==> src/rtl/instr_encoder.sv <==
// -----------------------------------------------------------------------------
// instr_encoder
//
// Takes a bundle of decoded LEGv8 instruction fields (format, opcode, register
// numbers, shift amount, MOVZ/MOVK halfword select and a 64-bit immediate).
// It checks that the immediate fits its field, packs a 32-bit instruction word
// and writes that word into instruction memory at an auto-incrementing byte
// address. It is the inverse of the decoder's immediate extraction. The boot
// loader uses it to fill imem, and it also serves as the decoder's round-trip
// partner.
//
// Ports
//   clk          system clock, rising edge
//   reset        synchronous active-high reset
//   base_load    in IDLE: load base_addr (word aligned) into the write pointer
//   base_addr    start byte address, bits [1:0] ignored
//   in_valid     field bundle valid
//   in_ready     encoder can accept a bundle (IDLE only)
//   in_fmt       0=R 1=SHIFT 2=I 3=D 4=CB 5=B 6=IM, 7 illegal
//   in_opcode    opcode, left-aligned as instruction [31:21]
//   in_rd        Rd/Rt
//   in_rn        Rn
//   in_rm        Rm
//   in_shamt     shift amount
//   in_hw        MOVZ/MOVK halfword select
//   in_imm       immediate, two's complement
//   imem_we      one-cycle imem write strobe
//   imem_addr    imem write byte address (holds between writes)
//   imem_wdata   encoded word (holds between writes)
//   err_valid    one-cycle error pulse
//   err_code     01 immediate out of range, 10 illegal format; held until the
//                next err_valid
//   instr_count  words written since reset, saturates at 0xFFFF
//   err_clear    leaves HALT (optional feature only)
//
// Optional feature: define INSTR_ENC_HALT_ON_ERR_EN to park the FSM in HALT
// after an error until err_clear is seen. Without it, a bad bundle is dropped
// and the FSM returns to IDLE.
//
// Timing: a handshake in cycle N gives imem_we (or err_valid) in cycle N+2.
// The encoder accepts one bundle every 3 cycles.
// -----------------------------------------------------------------------------
module instr_encoder #(
   parameter int unsigned WORD      = 64,
   parameter int unsigned INSTR_LEN = 32,
   parameter int unsigned ADDR_W    = 10
) (
   input  logic                 clk,
   input  logic                 reset,
   input  logic                 base_load,
   input  logic [ADDR_W-1:0]    base_addr,
   input  logic                 in_valid,
   output logic                 in_ready,
   input  logic [2:0]           in_fmt,
   input  logic [10:0]          in_opcode,
   input  logic [4:0]           in_rd,
   input  logic [4:0]           in_rn,
   input  logic [4:0]           in_rm,
   input  logic [5:0]           in_shamt,
   input  logic [1:0]           in_hw,
   input  logic [WORD-1:0]      in_imm,
   output logic                 imem_we,
   output logic [ADDR_W-1:0]    imem_addr,
   output logic [INSTR_LEN-1:0] imem_wdata,
   output logic                 err_valid,
   output logic [1:0]           err_code,
   output logic [15:0]          instr_count,
   input  logic                 err_clear
);

   localparam logic [2:0] FmtR     = 3'd0;
   localparam logic [2:0] FmtShift = 3'd1;
   localparam logic [2:0] FmtI     = 3'd2;
   localparam logic [2:0] FmtD     = 3'd3;
   localparam logic [2:0] FmtCb    = 3'd4;
   localparam logic [2:0] FmtB     = 3'd5;
   localparam logic [2:0] FmtIm    = 3'd6;

   localparam logic [1:0] ErrRange = 2'b01;
   localparam logic [1:0] ErrFmt   = 2'b10;

   typedef enum logic [1:0] {
      StIdle  = 2'd0,
      StCheck = 2'd1,
      StWrite = 2'd2
`ifdef INSTR_ENC_HALT_ON_ERR_EN
      ,
      StHalt  = 2'd3
`endif
   } state_e;

   state_e state_q, state_d;

   // Holding register for the accepted bundle.
   logic [2:0]      fmt_q, fmt_d;
   logic [10:0]     op_q, op_d;
   logic [4:0]      rd_q, rd_d;
   logic [4:0]      rn_q, rn_d;
   logic [4:0]      rm_q, rm_d;
   logic [5:0]      shamt_q, shamt_d;
   logic [1:0]      hw_q, hw_d;
   logic [WORD-1:0] imm_q, imm_d;

   logic [ADDR_W-1:0]    ptr_q, ptr_d;
   logic                 we_q, we_d;
   logic [ADDR_W-1:0]    addr_q, addr_d;
   logic [INSTR_LEN-1:0] wdata_q, wdata_d;
   logic                 err_valid_q, err_valid_d;
   logic [1:0]           err_code_q, err_code_d;
   logic [15:0]          count_q, count_d;

   // The state that follows an error.
   state_e err_next;
`ifdef INSTR_ENC_HALT_ON_ERR_EN
   assign err_next = StHalt;
`else
   assign err_next = StIdle;
   logic unused_err_clear;
   assign unused_err_clear = err_clear;
`endif

   logic [1:0] unused_base_lsbs;
   assign unused_base_lsbs = base_addr[1:0];

   // -------------------------------------------------------------------------
   // Range check. A value fits an N-bit signed field when bits [WORD-1:N-1]
   // are all zero or all one (pure sign extension).
   // -------------------------------------------------------------------------
   logic fits_i, fits_d, fits_cb, fits_b, fits_im;

   assign fits_i  = (&imm_q[WORD-1:11]) | ~(|imm_q[WORD-1:11]);
   assign fits_d  = (&imm_q[WORD-1:8])  | ~(|imm_q[WORD-1:8]);
   assign fits_cb = (&imm_q[WORD-1:18]) | ~(|imm_q[WORD-1:18]);
   assign fits_b  = (&imm_q[WORD-1:25]) | ~(|imm_q[WORD-1:25]);
   assign fits_im = ~(|imm_q[WORD-1:16]);

   logic fmt_bad;
   logic imm_ok;

   always_comb begin
      fmt_bad = 1'b0;
      imm_ok  = 1'b1;
      unique case (fmt_q)
         FmtR, FmtShift: imm_ok = 1'b1;
         FmtI:           imm_ok = fits_i;
         FmtD:           imm_ok = fits_d;
         FmtCb:          imm_ok = fits_cb;
         FmtB:           imm_ok = fits_b;
         FmtIm:          imm_ok = fits_im;
         default:        fmt_bad = 1'b1;
      endcase
   end

   // -------------------------------------------------------------------------
   // Packing, MSB first.
   // -------------------------------------------------------------------------
   logic [INSTR_LEN-1:0] packed_word;

   always_comb begin
      packed_word = '0;
      unique case (fmt_q)
         FmtR:     packed_word = {op_q, rm_q, 6'b0, rn_q, rd_q};
         FmtShift: packed_word = {op_q, 5'b0, shamt_q, rn_q, rd_q};
         FmtI:     packed_word = {op_q[10:1], imm_q[11:0], rn_q, rd_q};
         FmtD:     packed_word = {op_q, imm_q[8:0], 2'b00, rn_q, rd_q};
         FmtCb:    packed_word = {op_q[10:3], imm_q[18:0], rd_q};
         FmtB:     packed_word = {op_q[10:5], imm_q[25:0]};
         FmtIm:    packed_word = {op_q[10:2], hw_q, imm_q[15:0], rd_q};
         default:  packed_word = '0;
      endcase
   end

   // -------------------------------------------------------------------------
   // Next-state logic
   // -------------------------------------------------------------------------
   always_comb begin
      state_d     = state_q;
      fmt_d       = fmt_q;
      op_d        = op_q;
      rd_d        = rd_q;
      rn_d        = rn_q;
      rm_d        = rm_q;
      shamt_d     = shamt_q;
      hw_d        = hw_q;
      imm_d       = imm_q;
      ptr_d       = ptr_q;
      we_d        = 1'b0;
      addr_d      = addr_q;
      wdata_d     = wdata_q;
      err_valid_d = 1'b0;
      err_code_d  = err_code_q;
      count_d     = count_q;

      unique case (state_q)
         StIdle: begin
            // The base load wins over a coincident handshake, so the captured
            // bundle writes to the new base.
            if (base_load) begin
               ptr_d = {base_addr[ADDR_W-1:2], 2'b00};
            end
            if (in_valid) begin
               fmt_d   = in_fmt;
               op_d    = in_opcode;
               rd_d    = in_rd;
               rn_d    = in_rn;
               rm_d    = in_rm;
               shamt_d = in_shamt;
               hw_d    = in_hw;
               imm_d   = in_imm;
               state_d = StCheck;
            end
         end

         StCheck: begin
            if (fmt_bad) begin
               err_valid_d = 1'b1;
               err_code_d  = ErrFmt;
               state_d     = err_next;
            end else if (!imm_ok) begin
               err_valid_d = 1'b1;
               err_code_d  = ErrRange;
               state_d     = err_next;
            end else begin
               // The outputs are registered here so that they show up in
               // WRITE and then hold.
               we_d    = 1'b1;
               addr_d  = ptr_q;
               wdata_d = packed_word;
               state_d = StWrite;
            end
         end

         StWrite: begin
            ptr_d = ptr_q + ADDR_W'(4);
            if (count_q != 16'hFFFF) begin
               count_d = count_q + 16'd1;
            end
            state_d = StIdle;
         end

`ifdef INSTR_ENC_HALT_ON_ERR_EN
         StHalt: begin
            if (err_clear) begin
               state_d = StIdle;
            end
         end
`endif

         default: state_d = StIdle;
      endcase
   end

   // -------------------------------------------------------------------------
   // State registers
   // -------------------------------------------------------------------------
   always_ff @(posedge clk) begin
      if (reset) begin
         state_q     <= StIdle;
         fmt_q       <= '0;
         op_q        <= '0;
         rd_q        <= '0;
         rn_q        <= '0;
         rm_q        <= '0;
         shamt_q     <= '0;
         hw_q        <= '0;
         imm_q       <= '0;
         ptr_q       <= '0;
         we_q        <= 1'b0;
         addr_q      <= '0;
         wdata_q     <= '0;
         err_valid_q <= 1'b0;
         err_code_q  <= '0;
         count_q     <= '0;
      end else begin
         state_q     <= state_d;
         fmt_q       <= fmt_d;
         op_q        <= op_d;
         rd_q        <= rd_d;
         rn_q        <= rn_d;
         rm_q        <= rm_d;
         shamt_q     <= shamt_d;
         hw_q        <= hw_d;
         imm_q       <= imm_d;
         ptr_q       <= ptr_d;
         we_q        <= we_d;
         addr_q      <= addr_d;
         wdata_q     <= wdata_d;
         err_valid_q <= err_valid_d;
         err_code_q  <= err_code_d;
         count_q     <= count_d;
      end
   end

   assign in_ready    = (state_q == StIdle);
   assign imem_we     = we_q;
   assign imem_addr   = addr_q;
   assign imem_wdata  = wdata_q;
   assign err_valid   = err_valid_q;
   assign err_code    = err_code_q;
   assign instr_count = count_q;

endmodule
==> config.mk <==
export PLATFORM = sky130hd
export DESIGN_NAME = instr_encoder
export DESIGN_NICKNAME = d
export VERILOG_FILES = /design/src/rtl/instr_encoder.sv
export SDC_FILE = /design/constraint.sdc
export NUM_CORES = 1
export LEC_CHECK = 0
export CAP_MARGIN = 15
export CORE_ASPECT_RATIO = 2
export CORE_MARGIN = 10
export CORE_UTILIZATION = 50
export DETAILED_ROUTE_END_ITERATION = 10
export DONT_BUFFER_PORTS = 1
export GPL_TIMING_DRIVEN = 0
export SLEW_MARGIN = 25
export SYNTH_ARGS = -nofsm -noshare
export SYNTH_HDL_FRONTEND = slang
export SYNTH_SLANG_ARGS = --single-unit
export TNS_END_PERCENT = 20
==> constraint.sdc <==
create_clock -name clk -period 4.4 [get_ports clk]
set_input_delay 0.88 -clock clk [delete_from_list [all_inputs] [get_ports clk]]
set_output_delay 0.88 -clock clk [all_outputs]
set_load 0.02 [all_outputs]
==> impl_results.md <==
* Clock latency reported for the late side of the worst-skew pair at 0.43 ns
* Cell types occupying the most area after synthesis: dfxtp_1 45%, nand2_1 12%, a21oi_1 8.2%
* Final RePlAce weighted congestion at 0.975
* Number of buffers created by CTS at 17
* PnR worst setup slack at 1.61 ns
* Async set-reset flop share out of synthesis at 0
* Post-synthesis average cell area at between 8 and 9 um2
* Stage delay of the slowest cell on the critical path at a little over 0.6 ns
* Result of the run: finished clean
* R2R depth at 7
* Max-capacitance violation count at 0
* Power density normalized to cell area at 438 nW/um2
* First-pass GRT wire length at 39100 um
* Ys flop type: dfxtp_1
* Critical register-to-register path endpoint: imm_q[3]$_SDFFE_PP0P_
* Share of synthesized area occupied by flip-flops and latches at 0.454
* Cell at the root of the clock tree: clkbuf_16
* Number of DRC markers in iteration 0 at 339
* Min Clock Period, post-route at 2.79 ns
* Final standard cell utilization of the core at 0.566
* Synthesized cell area at 7530 um2
* Count of endpoints failing setup in the final report at 0
* Switching component of the power at 940 uW
* Hold-fix buffer count after cts at 0
* Post-route antenna net violation count at 0
* Pre-CTS setup slack at 1.65 ns
* Flops & latches, synth at about 170
* Clock transition at the registers of the reported paths at 0.06 ns
* Number of fill cells at 1476
* Largest net degree at the start of global routing at 17
* Sequence of cells on the critical path: clkbuf_1 -> nor2_1 -> and2_1 -> clkbuf_1 -> clkbuf_1 -> nand2_1 -> a21oi_1
* Proportion of power drawn by flip-flops and latches at 0.472
* Instance area at placement at 7780 um2
* Post-cts resize count at 0
* Post-detail-place hpwl at 20500 um
* Chip Height at a little under 200 um
* Area of the core at between 10000 and 15000 um2
* Fraction of power spent switching nets at 0.256
* Core Rows at 63
* Setup crit start kind: flop
* Layout Nets at between 1000 and 1500
* Synth-to-layout area growth at 11.3%
* Most frequent cells in the layout: 234 x nand2_1, 171 x dfxtp_1, 123 x a21oi_1
* Worst hold path class: flop to flop
* Routed wire per std cell at 21.8 um
* Vias in the first global route at 7072
* TritonCTS clock tree: built
* Maximum net fanout on the critical path at 10
* Setup slack of the worst register-to-register path at 1.61 ns
* Total leakage power at between 0.003 and 0.004 uW
* Pre-antenna DRT Iters at 7
* Proportion of power drawn by combinational gates at 0.102
* Max Buffers Root-to-Sink at 2
* Total internal power at 2730 uW
* Crit path max-delay family: buffers and inverters
* I/O pin count at about 180
* Tcrit/Tclk final at 0.634
* GR Overflow Total at 0
* Number of warnings printed during yosys synthesis at 0
* Post-synth top area cell: dfxtp_1
* Routed WL at 25400 um
* Count of flip-flops with a built-in enable after synthesis at 0
* Diode insertion count for antenna repair at 0
* Sum Neg Setup Slack at 0 ns
* Post-Syn Instances at 940
* Arrival time worst endpoint at 3.14 ns
* Number of pins exceeding their max-slew limit in the final report at 0
* Slew of the pin with the lowest slew margin at 0.826 ns
* Setup repair after global routing missed its margin: false
* CP required at approximately 4.8 ns
* Drt drc at 0
* Final Hold Fails at 0
* Logic depth of the worst setup path including buffers at 7
* Crit. Startpoint: state_q[1]$_SDFFE_PP0P_
* Post-route clock skew at 0.00746 ns
* Cell with the most instances on the worst path: clkbuf_1
* Worst r2r src: state_q[1]$_SDFFE_PP0P_
* Number of distinct library cell variants in the gate-level netlist after synthesis at 48
* Count of buffers from port buffering at 0
* Maximum operating frequency at 358 MHz
* Post-route cell area at 8390 um2
* Die width at 107 um
* Fraction of post-synthesis cell area in the top cell type by area at 0.454
* Vias after detailed routing at 6775
* Most common library cell in the layout ignoring fill and taps: nand2_1
* TritonCTS sink count at 171
* Buffers inserted by post-CTS timing repair at 0
* CP Buf/Inv Count at 3
* Worst setup path class: flop to flop
* GRT Resource Usage Total at 0.243
* Floorplan die area at 20700 um2
* Number of antenna violations at the first check in global routing at 0
* Initial cell density of the core at 0.508
* Worst setup endpoint: imm_q[3]$_SDFFE_PP0P_
* Max_slew headroom at 0.444
* Share of layout cells above drive strength 1 at 0.0422
* Clock H-tree levels at 4
* Peak VDD IR at just under 0.3 mV
* Master of the slowest instance on the critical path: nor2_1
* Clk network pwr share at 0.426
* Vias per Instance at slightly below 6
* Kind of end point of the critical path: flop
==> cell type report <==
| type | count | area, um2 | share of cell area |
|---|---|---|---|
| Clock buffer | 22 | 464 | 0.0553 |
| Tap cell | 195 | 244 | 0.0291 |
| Inverter | 7 | 26.3 | 0.00313 |
| Multi-Input combinational cell | 693 | 3790 | 0.452 |
| Sequential cell | 171 | 3420 | 0.408 |
| Clock inverter | 8 | 143 | 0.0170 |
| Buffer | 70 | 293 | 0.0349 |
==> through the flow <==
stage | instances | hold slack (ns) | power [uW]
2_1_floorplan | 941 | 0.433 | 2000
3_3_place_gp | 1136 | 0.445 | 2130
3_5_place_dp | 1136 | 0.450 | 2140
4_1_cts | 1166 | 0.462 | 3700
5_1_grt | 1166 | 0.488 | 3810
6_report | 1166 | 0.458 | 3670
==> registers in the layout (all words and copies together), names as in the netlist, 2 cells and up <==
signal,flops
err_code,2
rd_q,5
imem_addr,8
shamt_q,6
ptr_q,8
state_q,2
imem_wdata,32
rm_q,5
op_q,11
hw_q,2
instr_count,16
imm_q,64
fmt_q,3
rn_q,5
==> routing by layer <==
metal  wire length (um)  GRT usage
met3               1640     0.0639
met4               1490      0.151
met1               8140      0.216
met5                  0          0
met2              14100      0.461
==> synthesized netlist by cell type (all sizes together) (3+ instances only) <==
| library cell | number |
|---|---|
| xor2 | 12 |
| a221oi | 18 |
| a211o | 9 |
| nand2 | 234 |
| buf | 15 |
| inv | 7 |
| a211oi | 13 |
| a21oi | 123 |
| nand2b | 52 |
| clkbuf | 55 |
| and4 | 4 |
| mux2i | 43 |
| nor3 | 8 |
| and3 | 12 |
| nand4 | 16 |
| nor2b | 7 |
| o21ai | 11 |
| nor2 | 56 |
| nand3 | 12 |
| dfxtp | 171 |
| nor4 | 14 |
| a22oi | 7 |
| a311oi | 5 |
| or3 | 7 |
| o221ai | 3 |
==> worst register-to-register path: stages (launching register included) <==
cell and delay (ns):
dfxtp_1 0.32, clkbuf_1 0.23, nor2_1 0.62, and2_1 0.24, clkbuf_1 0.51, clkbuf_1 0.52
nand2_1 0.12, a21oi_1 0.16
==> worst min-delay path by stage <==
stage                    startpoint                    to  slack, ns  depth (start not counted)
2_1_floorplan  op_q[2]$_SDFFE_PP0P_  op_q[2]$_SDFFE_PP0P_       0.43                          2
3_3_place_gp   rm_q[2]$_SDFFE_PP0P_  rm_q[2]$_SDFFE_PP0P_       0.45                          2
3_5_place_dp   op_q[6]$_SDFFE_PP0P_  op_q[6]$_SDFFE_PP0P_       0.45                          2
4_1_cts        op_q[5]$_SDFFE_PP0P_  op_q[5]$_SDFFE_PP0P_       0.46                          2
5_1_grt        rd_q[0]$_SDFFE_PP0P_  rd_q[0]$_SDFFE_PP0P_       0.49                          2
6_report       rm_q[1]$_SDFFE_PP0P_  rm_q[1]$_SDFFE_PP0P_       0.46                          2
==> power by group through the flow <==
stage	Sequential (uW)	Clock, uW	Combinational [uW]
after floorplan	1730	0	279
after global placement	1760	0	363
after detailed placement	1770	0	373
after CTS	1730	1590	375
after global routing	1740	1650	420
final	1730	1560	374
==> kinds of logic (layout without fill, tap and decap cells) <==
group / Yosys count / after routing / share of synthesized area
buf+inv: 77 / 107 / 0.0424
flops: 171 / 171 / 0.454
simple gates: 427 / 427 / 0.257
other cells: 1 / 2 / 0.000498
xor+xnor: 14 / 14 / 0.0163
mux: 45 / 45 / 0.0606
fa+ha+maj: 2 / 2 / 0.00332
compound gates: 203 / 203 / 0.166
No activity file was read; power rests on OpenSTA's default activity.
